===== config.mk =====
export PLATFORM = sky130hd
export DESIGN_NAME = rgb_fade_scaler
export DESIGN_NICKNAME = d
export VERILOG_FILES = /design/src/rtl/rgb_fade_scaler.sv
export SDC_FILE = /design/constraint.sdc
export NUM_CORES = 1
export LEC_CHECK = 0
export ABC_AREA = 1
export BUFFER_PORTS_ARGS = -buffer_cell sky130_fd_sc_hd__buf_4
export CORE_ASPECT_RATIO = 0.6
export CORE_MARGIN = 2
export CORE_UTILIZATION = 50
export DETAILED_ROUTE_END_ITERATION = 8
export GPL_TIMING_DRIVEN = 0
export PLACE_DENSITY = 0.76
export REMOVE_ABC_BUFFERS = 1
export SETUP_SLACK_MARGIN = 0.05
export SYNTH_ARGS = -nofsm -noshare
export SYNTH_HDL_FRONTEND = slang
export SYNTH_SLANG_ARGS = --single-unit

===== constraint.sdc =====
create_clock -name clk -period 5.65 [get_ports clk]
set_clock_uncertainty 0.1 [all_clocks]
set_input_delay 0.2825 -clock clk [delete_from_list [all_inputs] [get_ports clk]]
set_output_delay 0.2825 -clock clk [all_outputs]
set_load 0.05 [all_outputs]

===== src/rtl/rgb_fade_scaler.sv =====
// RGB brightness scaler: 2-stage pixel pipeline multiplying each channel by a
// per-pixel level snapshot, plus a fade engine that ramps the level toward a target.
module rgb_fade_scaler #(
   parameter int CW          = 8,
   parameter int LW          = 8,
   parameter int STEP_CYCLES = 4,
   parameter int STEP_SIZE   = 16,
   parameter int RESET_LEVEL = 2**LW
) (
   input  logic          clk,
   input  logic          rst,
   input  logic          in_valid,
   input  logic [CW-1:0] r_in,
   input  logic [CW-1:0] g_in,
   input  logic [CW-1:0] b_in,
   output logic          out_valid,
   output logic [CW-1:0] r_out,
   output logic [CW-1:0] g_out,
   output logic [CW-1:0] b_out,
   input  logic          level_load,
   input  logic [LW:0]   level_value,
   input  logic          fade_start,
   input  logic [LW:0]   fade_target,
   output logic [LW:0]   level,
   output logic          busy,
   output logic          fade_done
);

   localparam logic [LW:0]   UNITY      = (LW+1)'(2**LW);
   localparam logic [LW:0]   RST_LVL    = (RESET_LEVEL > 2**LW) ? UNITY : (LW+1)'(RESET_LEVEL);
   localparam logic [LW+1:0] STEP_L     = (STEP_SIZE > 2**LW) ? (LW+2)'(2**LW) : (LW+2)'(STEP_SIZE);
   localparam int            CNT_W      = (STEP_CYCLES > 1) ? $clog2(STEP_CYCLES) : 1;
   localparam logic [CNT_W-1:0] CNT_RELOAD = CNT_W'(STEP_CYCLES - 1);

   typedef enum logic {IDLE, FADING} state_t;

   state_t           state, state_nxt;
   logic [CNT_W-1:0] cnt, cnt_nxt;
   logic [LW:0]      target, target_nxt;
   logic [LW:0]      level_nxt;
   logic             done_nxt;

   logic             vld_p1;
   logic [CW-1:0]    r_p1, g_p1, b_p1;
   logic [LW:0]      lvl_p1;

   function automatic logic [LW:0] clamp_lvl(input logic [LW:0] v);
      return (v > UNITY) ? UNITY : v;
   endfunction

   // Distances are compared in LW+2 bits so a full-range step cannot wrap.
   function automatic logic [LW:0] step_toward(input logic [LW:0] cur, input logic [LW:0] tgt);
      logic [LW+1:0] c, t;
      c = {1'b0, cur};
      t = {1'b0, tgt};
      if (t > c)
         return ((t - c) <= STEP_L) ? tgt : cur + STEP_L[LW:0];
      else
         return ((c - t) <= STEP_L) ? tgt : cur - STEP_L[LW:0];
   endfunction

   function automatic logic [CW-1:0] scale(input logic [CW-1:0] ch, input logic [LW:0] lvl);
      logic [CW+LW:0] prod;
      prod = {{(LW+1){1'b0}}, ch} * {{CW{1'b0}}, lvl};
      return prod[CW+LW] ? {CW{1'b1}} : prod[CW+LW-1:LW];
   endfunction

   assign busy = (state == FADING);

   always_comb begin
      state_nxt  = state;
      cnt_nxt    = cnt;
      target_nxt = target;
      level_nxt  = level;
      done_nxt   = 1'b0;
      if (level_load) begin
         level_nxt = clamp_lvl(level_value);
         state_nxt = IDLE;
         cnt_nxt   = '0;
      end else if (fade_start) begin
         if (clamp_lvl(fade_target) == level) begin
            state_nxt = IDLE;
            cnt_nxt   = '0;
            done_nxt  = 1'b1;
         end else begin
            target_nxt = clamp_lvl(fade_target);
            state_nxt  = FADING;
            cnt_nxt    = CNT_RELOAD;
         end
      end else if (state == FADING) begin
         if (cnt == '0) begin
            level_nxt = step_toward(level, target);
            cnt_nxt   = CNT_RELOAD;
            if (level_nxt == target) begin
               state_nxt = IDLE;
               cnt_nxt   = '0;
               done_nxt  = 1'b1;
            end
         end else begin
            cnt_nxt = cnt - 1'b1;
         end
      end
   end

   always_ff @(posedge clk) begin
      if (rst) begin
         state     <= IDLE;
         cnt       <= '0;
         target    <= RST_LVL;
         level     <= RST_LVL;
         fade_done <= 1'b0;
      end else begin
         state     <= state_nxt;
         cnt       <= cnt_nxt;
         target    <= target_nxt;
         level     <= level_nxt;
         fade_done <= done_nxt;
      end
   end

   // Stage 1: capture pixel with the level in force on its input cycle
   always_ff @(posedge clk) begin
      if (rst) vld_p1 <= 1'b0;
      else     vld_p1 <= in_valid;
      if (in_valid) begin
         r_p1   <= r_in;
         g_p1   <= g_in;
         b_p1   <= b_in;
         lvl_p1 <= level;
      end
   end

   // Stage 2: scale each channel; outputs hold while no pixel is present
   always_ff @(posedge clk) begin
      if (rst) begin
         out_valid <= 1'b0;
         r_out     <= '0;
         g_out     <= '0;
         b_out     <= '0;
      end else begin
         out_valid <= vld_p1;
         if (vld_p1) begin
            r_out <= scale(r_p1, lvl_p1);
            g_out <= scale(g_p1, lvl_p1);
            b_out <= scale(b_p1, lvl_p1);
         end
      end
   end

endmodule


# Yosys cells after proc, flatten, opt, wreduce, memory -nomap -nowiden

Index checks and enable logic that the tools add are counted.

Register bits after elaboration: 81
Input bits: 47
Output and inout bits: 36

Add/sub/neg operators: 5
Multiply operators: 3
Order comparisons: 5
Eq/ne operators: 3
Mux-type cells: 31
Bitwise operators: 2
Reductions and logical operators: 7

Operators by type and width:

| operator            | count |
|---|---|
| $mux 9              | 13 |
| $mul 8x9->17        | 3 |
| $mux 8              | 3 |
| $le 10x5->1 const B | 2 |
| $sub 9x9->10        | 2 |
| $eq 9x9->1          | 2 |
| $gt 9x9->1 const B  | 2 |
| $mux 1              | 10 |
| $mux 2              | 5 |
| $add 9x5->9 const B | 1 |
| $gt 9x9->1          | 1 |
| $sub 9x5->9 const B | 1 |
| $reduce_and 3->1    | 2 |
| $reduce_bool 2->1   | 3 |
| $logic_not 2->1     | 1 |
| $ne 2x2->1 const B  | 1 |
| $not 1->1           | 2 |
| $reduce_or 2->1     | 1 |
| $sub 2x1->2 const B | 1 |

# Longest topological paths before layout

Depth in word-level cells: 13
Depth in mapped cells: 25

# Worst setup path after synthesis

Ideal clock, no wire load.

Path type: flip-flop to flip-flop
Start: reg lvl_p1[1]
End: reg r_out[3]
Setup time: 0.155 ns
Data arrival time: 4.761 ns
Setup slack: 0.634 ns
Stages on the path, launching flop included: 21
Path buffers: 2
Clock period less this slack: 5.016 ns
Cells stage by stage: edfxtp_1 > clkbuf_1 > buf_1 > nand2_1 > inv_1 > fa_1 > fa_1 > fa_1 > inv_1 > fa_1 > inv_1 > ha_1 > inv_1 > nor3_1 > o21ai_0 > nand3_1 > a21o_1 > a21o_1 > a31oi_1 > xnor2_1 > a41oi_1

Word-level cells in the longest chain between the ends: 2

Ends and longest elaborated chain:

| item                   | RTL line | RTL |
|---|---|---|
| start, declared        | 45       | `logic [LW:0] lvl_p1;` |
| start signal, assigned | 129      | `lvl_p1 <= level;` |
| $mul 8x9->17           | 64       | `prod = {{(LW+1){1'b0}}, ch} * {{CW{1'b0}}, lvl};` |
| $mux 8                 | 65       | `return prod[CW+LW] ? {CW{1'b1}} : prod[CW+LW-1:LW];` |
| end signal, assigned   | 143      | `r_out <= scale(r_p1, lvl_p1);` |
| end, declared          | 17       | `output logic [CW-1:0] r_out,` |

No other way between the ends.
A chain may end at the register's enable or synchronous reset.

# Worst setup path after layout

Start: reg lvl_p1[3]
End: reg r_out[3]

Same word-level chain as after synthesis.

==> metrics <==
status=finished, final reports clean; EDFF count, synth=33; endpoints failing setup=0; ANT cells=0; core area=around 0.022 sq mm; total global routing overflow=0; worst skew pair latency=0.36 ns; Place WS=-0.304 ns; setup slack, reg-to-reg=0.40 ns; vias per cell=around 5.2; Min-Delay Path Class=in -> reg; TritonCTS clock tree=built; Pre-antenna DRT Iters=5; count of non-filler cells in the finished layout=around 2000; Final WS setup=about 0.40 ns; htree depth=3; hold path depth=1; Synth Cell Area=about 0.011 sq mm; Final period util=0.930; most used cell, CP=inv_1; DRT iter0 DRCs=between 1000 and 1500; ANT nets after route=0; Reg2Reg Depth=21; placed insts=about 1900; top cell type's share of synthesized area=0.215; IO Count=between 80 and 90; CP required=5.72 ns; Async SR Flop Fraction=0; crit path time final=5.25 ns; Mapped Cells=around 1600; Ys Warns=0; max cap viols=0; CP endpoint kind=flop; cell taking the most area after synthesis=fa_1; fin util=0.591; nets=between 1500 and 2000; top cells by area, synth=fa_1 22%, nand2_1 14%, ha_1 13%; Synth top cells by count=414 x nand2_1, 395 x inv_1, 123 x fa_1; CP arrival=between 5 and 6 ns; CP Cell Sequence=nand2_1, inv_1, fa_1, inv_1, fa_1, inv_1, fa_1, inv_1, fa_1, inv_1, ha_1, nand2_1, nor3_1, o21ai_0, nand3_1, a21o_1, a21o_1, a31oi_1, xnor2_2, buf_4, a41oi_1; Clock Pin Slew Worst Setup and Hold Paths=0.08 ns; row count=between 40 and 50; wire length of the first global-routing pass=roughly 50000 um; Max rail drop VDD=around 0.18 mV; Root Buffer=clkbuf_16; Final Hold Violating Endpoints=0; Hold EP=r_p1[0]; critical path peak fanout=8; mean post-synth cell area=7.23 sq um; Num CTS Buffers=9; fmax=0.190 GHz; pwr dens=~330 mW/mm^2; Slowest-stage cell, CP=edfxtp_1; number of antenna violations at the first check in global routing=0; via count=approximately 10000; Synth Flop Type=dfxtp_1; share of layout cells above drive strength 1=0.102; worst hold start=r_in[0]; Pins Over Slew Limit=0; worst r2r src=lvl_p1[3]; Seq cells post-synth=81; Distinct cells, synth=between 40 and 50; per-cell routed wire length=15.6 um; DP Wirelength=approximately 23000 um; total wire length=approximately 31000 um; sequential share of the synthesized area=0.171; Residual DRC=0; final instance area=0.0131 sq mm; vias in the first global route=slightly above 10000; gpl congestion=about 0.96; Pleak=7.80 nW; DIE AREA=around 0.024 sq mm; unrepaired setup endpoints after global routing=no; Die H=between 100 and 150 um; critical path type=reg -> reg; CP peak stage delay=between 0.5 and 0.6 ns; largest net degree at the start of global routing=~40; clk buf depth=2; Port Buffers=between 80 and 90; hold slack=roughly 0.010 ns; Rel. slew slack=0.0657; initial cell density of the core=0.515; Tot GR Track Use=0.270; Slew @ Worst Pin=between 1 and 1.5 ns; P&R area growth vs syn=14.9%; # clock sinks=a little over 80; most common cell in the synthesized netlist=nand2_1; Placed Area=0.0122 sq mm; nature of the critical path startpoint=flop; die width=between 150 and 200 um; Reg2Reg Capture Point=r_out[3]
==> logic make-up (layout without fill, tap and decap cells) <==
kind of cell    count (synthesis)  count (layout)  synth area share
xor+xnor                       26              26            0.0199
flops                          81              81             0.171
fa+ha+maj                     245             245             0.349
compound gates                167             167            0.0849
simple gates                  605             605             0.223
buf+inv                       459             569             0.153
==> what timing repair did <==
item,CTS,global route
endpoints found under the setup margin,8,13
gates cloned,0,0
setup buffers,9,39
hold buffers,23,0
endpoints found under the hold margin,23,0
pin swaps,0,1
resized for setup,1,0
==> cells in the final DEF (no fill, tap or decap), drive strengths merged, types with 3 or more instances in the layout <==
cell type,count
o22ai,3
a21o,7
xnor2,10
nand3,100
dfxtp,48
a221oi,9
buf,130
o21ai,50
o21bai,3
fa,123
nor3,8
nand2,420
a41oi,4
clkbuf,9
ha,122
a31oi,19
o211ai,3
nor4,3
dlygate4sd3,23
inv,403
xor2,16
nand4,16
a21oi,63
nor2,53
edfxtp,33
==> per-stage QoR <==
stage	TNS [ns]	power [mW]
global route	0	4.82
global placement	-0.940	3.55
finish	0	4.36
CTS	0	4.31
floorplan	0	2.95
detailed placement	-1.89	3.63
==> layout make-up <==
| class | count | area [sq um] |
|---|---|---|
| clock buffer | 9 | 225 |
| clock inverter | 7 | 71.3 |
| fill | 1994 | 9080 |
| inverter | 400 | 1500 |
| multi-input combinational | 1043 | 7750 |
| sequential | 81 | 1950 |
| tap | 308 | 385 |
| timing repair buffer | 153 | 1260 |
==> per-layer routing <==
layer	part of all wire	GRT usage
met3	0.098	0.0606
met2	0.43	0.412
met1	0.46	0.387
met4	0.013	0.0686
met5	0	0
==> where the power goes <==
part	switching [mW]	internal [mW]
logic	1.84	1.12
registers	0.106	0.679
clock network	0.302	0.312
==> worst max path at each step <==
stage	start	endpoint	slack, ns	cells past startpoint
finish	lvl_p1[3]	r_out[3]	0.40	21
global route	lvl_p1[3]	r_out[3]	0.02	21
CTS	lvl_p1[3]	r_out[4]	0.13	20
detailed placement	lvl_p1[6]	r_out[3]	-0.30	18
global placement	lvl_p1[6]	r_out[4]	-0.19	18
floorplan	lvl_p1[3]	r_out[3]	0.67	20
==> critical path: cells and delay by family (launching register included) <==
family | cells | cell delay, ns
simple gates | 4 | 0.49
flops | 1 | 0.53
fa+ha+maj | 5 | 2.46
compound gates | 5 | 0.86
xor+xnor | 1 | 0.15
buf+inv | 6 | 0.47
==> state kept, by name, indices dropped and copies added (netlist names), 2 cells and up <==
| signal | cells |
|---|---|
| level | 9 |
| lvl_p1 | 9 |
| target | 9 |
| b_out | 8 |
| b_p1 | 8 |
| g_out | 8 |
| g_p1 | 8 |
| r_out | 8 |
| r_p1 | 8 |
| cnt | 2 |
Power figures use the tool's default switching activity.
